### src/rtl/flit_packetizer.sv
// Wraps an AXI-Stream payload into mesh NoC packets: one header flit carrying
// target/source coordinates, then pass-through body flits, split every MAX_BODY_FLITS.
module flit_packetizer #(
  parameter int DATA_WIDTH     = 32,
  parameter int MAX_ROUTERS_X  = 4,
  parameter int MAX_ROUTERS_Y  = 4,
  parameter int ROUTER_X       = 0,
  parameter int ROUTER_Y       = 0,
  parameter int MAX_BODY_FLITS = 8,
  localparam int X_W           = $clog2(MAX_ROUTERS_X),
  localparam int Y_W           = $clog2(MAX_ROUTERS_Y)
) (
  input  logic                  clk_i,
  input  logic                  rst_i,
  input  logic [DATA_WIDTH-1:0] s_tdata_i,
  input  logic                  s_tvalid_i,
  output logic                  s_tready_o,
  input  logic                  s_tlast_i,
  input  logic [X_W-1:0]        dest_x_i,
  input  logic [Y_W-1:0]        dest_y_i,
  output logic [DATA_WIDTH-1:0] m_tdata_o,
  output logic                  m_tvalid_o,
  input  logic                  m_tready_i,
  output logic                  m_tlast_o,
  output logic [15:0]           pkt_count_o
);

  localparam int CNT_W    = $clog2(MAX_BODY_FLITS + 1);
  localparam int SRC_X_LO = X_W + Y_W;
  localparam int SRC_Y_LO = 2 * X_W + Y_W;
  localparam int CONT_BIT = 2 * (X_W + Y_W);
  localparam logic [CNT_W-1:0] BODY_LIMIT = CNT_W'(MAX_BODY_FLITS - 1);

  generate
    if (DATA_WIDTH < 2 * (X_W + Y_W) + 1) begin : g_width_check
      $error("flit_packetizer: DATA_WIDTH too small for header fields");
    end
    if (MAX_BODY_FLITS < 1) begin : g_body_check
      $error("flit_packetizer: MAX_BODY_FLITS must be at least 1");
    end
  endgenerate

  typedef enum logic [1:0] {
    ST_IDLE   = 2'd0,
    ST_HEADER = 2'd1,
    ST_BODY   = 2'd2
  } state_t;

  state_t             state_reg;
  logic [X_W-1:0]     dest_x_reg;
  logic [Y_W-1:0]     dest_y_reg;
  logic               cont_reg;
  logic [CNT_W-1:0]   body_cnt_reg;
  logic [15:0]        pkt_count_reg;

  logic [DATA_WIDTH-1:0] header_word;
  logic                  at_limit;
  logic                  body_xfer;

  // Header is built only from registered fields, so it stays stable while stalled.
  always_comb begin
    header_word                          = '0;
    header_word[X_W-1:0]                 = dest_x_reg;
    header_word[SRC_X_LO-1:X_W]          = dest_y_reg;
    header_word[SRC_Y_LO-1:SRC_X_LO]     = X_W'(ROUTER_X);
    header_word[CONT_BIT-1:SRC_Y_LO]     = Y_W'(ROUTER_Y);
    header_word[CONT_BIT]                = cont_reg;
  end

  assign at_limit  = (body_cnt_reg == BODY_LIMIT);
  assign body_xfer = (state_reg == ST_BODY) && s_tvalid_i && m_tready_i;

  always_comb begin
    m_tdata_o  = '0;
    m_tvalid_o = 1'b0;
    m_tlast_o  = 1'b0;
    s_tready_o = 1'b0;
    case (state_reg)
      ST_HEADER: begin
        m_tdata_o  = header_word;
        m_tvalid_o = 1'b1;
      end
      ST_BODY: begin
        m_tdata_o  = s_tdata_i;
        m_tvalid_o = s_tvalid_i;
        m_tlast_o  = s_tlast_i || at_limit;
        s_tready_o = m_tready_i;
      end
      default: ;
    endcase
  end

  assign pkt_count_o = pkt_count_reg;

  always_ff @(posedge clk_i) begin
    if (rst_i) begin
      state_reg     <= ST_IDLE;
      dest_x_reg    <= '0;
      dest_y_reg    <= '0;
      cont_reg      <= 1'b0;
      body_cnt_reg  <= '0;
      pkt_count_reg <= '0;
    end else begin
      case (state_reg)
        ST_IDLE: begin
          if (s_tvalid_i) begin
            dest_x_reg   <= dest_x_i;
            dest_y_reg   <= dest_y_i;
            cont_reg     <= 1'b0;
            body_cnt_reg <= '0;
            state_reg    <= ST_HEADER;
          end
        end
        ST_HEADER: begin
          if (m_tready_i) begin
            pkt_count_reg <= pkt_count_reg + 16'd1;
            state_reg     <= ST_BODY;
          end
        end
        ST_BODY: begin
          if (body_xfer) begin
            if (s_tlast_i) begin
              body_cnt_reg <= body_cnt_reg + 1'b1;
              state_reg    <= ST_IDLE;
            end else if (at_limit) begin
              // Forced split: re-announce the same destination with cont set.
              cont_reg     <= 1'b1;
              body_cnt_reg <= '0;
              state_reg    <= ST_HEADER;
            end else begin
              body_cnt_reg <= body_cnt_reg + 1'b1;
            end
          end
        end
        default: state_reg <= ST_IDLE;
      endcase
    end
  end

endmodule

### config.mk
export PLATFORM = sky130hd
export DESIGN_NAME = flit_packetizer
export DESIGN_NICKNAME = d
export VERILOG_FILES = /design/src/rtl/flit_packetizer.sv
export SDC_FILE = /design/constraint.sdc
export NUM_CORES = 1
export LEC_CHECK = 0
export ABC_AREA = 1
export CORE_ASPECT_RATIO = 1.75
export CORE_MARGIN = 8
export CORE_UTILIZATION = 42
export DETAILED_ROUTE_END_ITERATION = 10
export PLACE_DENSITY = 0.95
export SYNTH_ARGS = -nofsm -noshare
export SYNTH_HDL_FRONTEND = slang
export SYNTH_SLANG_ARGS = --single-unit
### constraint.sdc
create_clock -name clk_i -period 3.89 [get_ports clk_i]
set_clock_uncertainty 0.2 [all_clocks]
set_input_delay 0.9725 -clock clk_i [delete_from_list [all_inputs] [get_ports clk_i]]
set_output_delay 0.9725 -clock clk_i [all_outputs]
set_load 0.005 [all_outputs]
==> flow_summary.yaml <==
clocking:
  cts_tree: "done"
  clk_latency_ns: 0.27
  cts_resized: 0
  cts_sinks: 27
  cts_root_buf: "clkbuf_8"
  cts_hold_buf: 0
  cts_max_level: 1
  cts_inserted_buffers: 3
  clk_pin_slew_worst_paths_ns: 0.08
  clk_path_buf_depth: 2
  post-cts-setup-buffers: 0
setup_path:
  worst-path-max-fanout: 21
  worst_path_largest_cell_delay_ns: 0.56
  critPathCaptureType: "primary output"
  r2r-end: "body_cnt_reg[3]"
  path_class: "flop to primary output"
  rr_worst_depth: 10
  cpMostUsedCell: "inv_1"
  crit_buf_inv: 4
  cp-startpoint: "state_reg[0]"
  crit_path_start_kind: "flop"
  crit_required_ns: 2.72
  cp.arrival_ns: 2.30
  path_delay_family: "buffers and inverters"
  cp_slowest_cell: "ha_1"
  r2r_setup_slack_ns: 1.69
  reg2reg_from: "state_reg[0]"
  worstPathCellList: "inv_1 -> ha_1 -> buf_4 -> nand2_1 -> inv_1 -> clkdlybuf4s50_1"
yosys:
  synth_largest_area_cell: "dfxtp_1"
  yosys.area_share.simple_pct: 35.3
  ys_top_cells_by_count: "78 x nand2_1, 60 x inv_1, 36 x nor2_1"
  synth_top_cell_area_share_pct: 32.4
  ys_types: 25
  synth_xor_area_share_pct: 1.05
  ys_seq_area_share_pct: 32.4
  synthTopCellsByArea: "dfxtp_1 32%, nand2_1 18%, inv_1 14%"
  synth_area_sq_um: 1670
  synth-warning-count: 0
  synthArstFlopShare_pct: 0
  synth_edf_count: 0
  synth_nets: 321
  synth_fa_ha_area_share_pct: 4.50
  netlist_instances: 274
  synth.most_common_cell: "nand2_1"
  synth_top_family_by_area: "simple AND/OR/NAND/NOR gates"
  yosys_most_used_dff: "dfxtp_1"
  synth.avg_cell_area_sq_um: 6.09
  ys_ff_latch: 27
  synth_compound_area_share_pct: 10.9
  synth.area.mux_share_pct: 0
finish:
  antenna_cells: 0
  nets: 411
  drive_gt1_share_pct: 3.58
  largest_reg_flops: 16
  final_cells: 411
  areaGrowthSynthToFinish_pct: 59.4
  fin_util_pct: 69.4
power_and_ir_drop:
  ir_drop_uv: 326
  design_power_total_mw: 1.09
  combPwrFrac_pct: 54.6
  p_seq_share_pct: 31.2
  cellPowerDensity_nw_per_um2: 408
  p_clk_share_pct: 14.2
  switching_power_uw: 413
  power.internal_uw: 674
  p_sw_share_pct: 38.0
  leakage_nw: 1.27
timing:
  setup_tns_ns: 0
  post-route-period-util_pct: 89.2
  max-slew-margin-rel_pct: 57.9
  setup_violations: 0
  tightest_slew_ns: 0.631
  fin_ws_ns: 0.418
  rsz0062_at_grt: "false"
  post-route-min-period_ns: 3.47
  fmax_ghz: 0.288
  report.final.slew_viol_count: 0
  hold_viol: 0
floorplanning:
  die_area_sq_um: 6320
  num_rows: 30
  coreArea_sq_um: 3830
  io_pins: 92
  initial_core_util_pct: 43.6
  die_w_um: 63.6
  die_h_um: 99.4
detailed_routing:
  wl_per_cell_um: 13.3
  drcViolationCount: 0
  first_pass_iters: 6
  first_iter_violations: 98
  avgViaCountPerCell: 4.78
  ant_nets: 0
  dr_total_vias: 1966
  routed_wirelength_mm: 5.46
global_routing:
  grt_overflow_total: 0
  grt_pass1_wl_mm: 9.23
  grt_pass1_vias: 1979
  antenna_found_initial: 0
  grt_use_total_pct: 17.6
  grt_max_degree: 22
min_path:
  holdPathStages: 2
  worstHoldStart: "cont_reg"
  min_to: "cont_reg"
  hp-class: "flop to flop"
place:
  portBuffers: 91
  gp_congestion: 0.857
  dpl.cell_count: 407
  place_ws_ns: 0.487
  dp_hpwl_mm: 4.64
flow_run:
  cap_violations: 0
status:
  status: "finished, final reports clean"
[power by group through the flow]
stage | Clock [mW] | Sequential, mW | Combinational [mW]
after floorplan | 0 | 0.339 | 0.307
after global placement | 0 | 0.342 | 0.576
after detailed placement | 0 | 0.345 | 0.598
after CTS | 0.159 | 0.338 | 0.600
after global routing | 0.169 | 0.344 | 0.667
final | 0.154 | 0.338 | 0.593
[cells by family after synthesis]
kind of cell    count (synthesis)
buf+inv                        69
flops                          27
fa+ha+maj                       6
xor+xnor                        2
simple gates                  137
compound gates                 33
[how the worst max path moves through the flow]
stage / depth (start not counted) / endpoint / slack [ns]
finish: 6 / m_tdata_o[5] / 0.42
global route: 6 / m_tdata_o[11] / 0.25
CTS: 6 / m_tdata_o[11] / 0.40
detailed placement: 4 / s_tready_o / 0.49
global placement: 4 / s_tready_o / 0.50
floorplan: 6 / m_tdata_o[10] / 1.56
[per-layer routing]
layer | vias to the layer above | track usage [%] | share of wire (%)
li1 | 999 | - | -
met1 | 874 | 17.8 | 41
met2 | 83 | 32.8 | 50
met3 | 10 | 5.07 | 7.3
met4 | 0 | 6.04 | 1.9
met5 | - | 0 | 0
[stage by stage]
step	hold WS, ns	instance area [sq um]
final	0.273	2660
after global routing	0.297	2660
after CTS	0.272	2660
after detailed placement	0.260	2610
after global placement	0.249	2610
after floorplan	0.219	1670
[area by class of cell]
class                   count  area, sq um
fillers                   328         1170
repair buffers             92          918
multi-input cells         178          862
flip-flops and latches     27          541
inverters                  62          233
well taps                  48         60.1
clock buffers               4         45.0
[worst register-to-register path, stage by stage, from the launching register on]
cell	delay [ns]
dfxtp_1	0.35
inv_1	0.09
ha_1	0.56
inv_1	0.20
nand2_1	0.11
nand2_1	0.05
nand2_1	0.18
inv_2	0.08
nand2_1	0.07
xor2_1	0.15
nor2_1	0.05
[placed cells by master (no fill, tap or decap)]
cell type and instances:
a21oi_1 17, a21oi_2 1, nand4_2 2, clkbuf_1 1, nand4_1 3, xor2_1 2, clkbuf_8 3, nand3_2 2
nor2_1 36, nor3_1 4, o21bai_1 4, clkdlybuf4s50_1 91, dfxtp_1 27, o21ai_0 9, nor3b_1 1, o21ai_1 1
buf_4 1, ha_1 6, inv_2 2, nand2_1 78, and3_1 1, o21a_1 1, nor2_4 2, inv_1 60
nand3_1 8
Note: power is estimated with default switching activity, not from simulation.
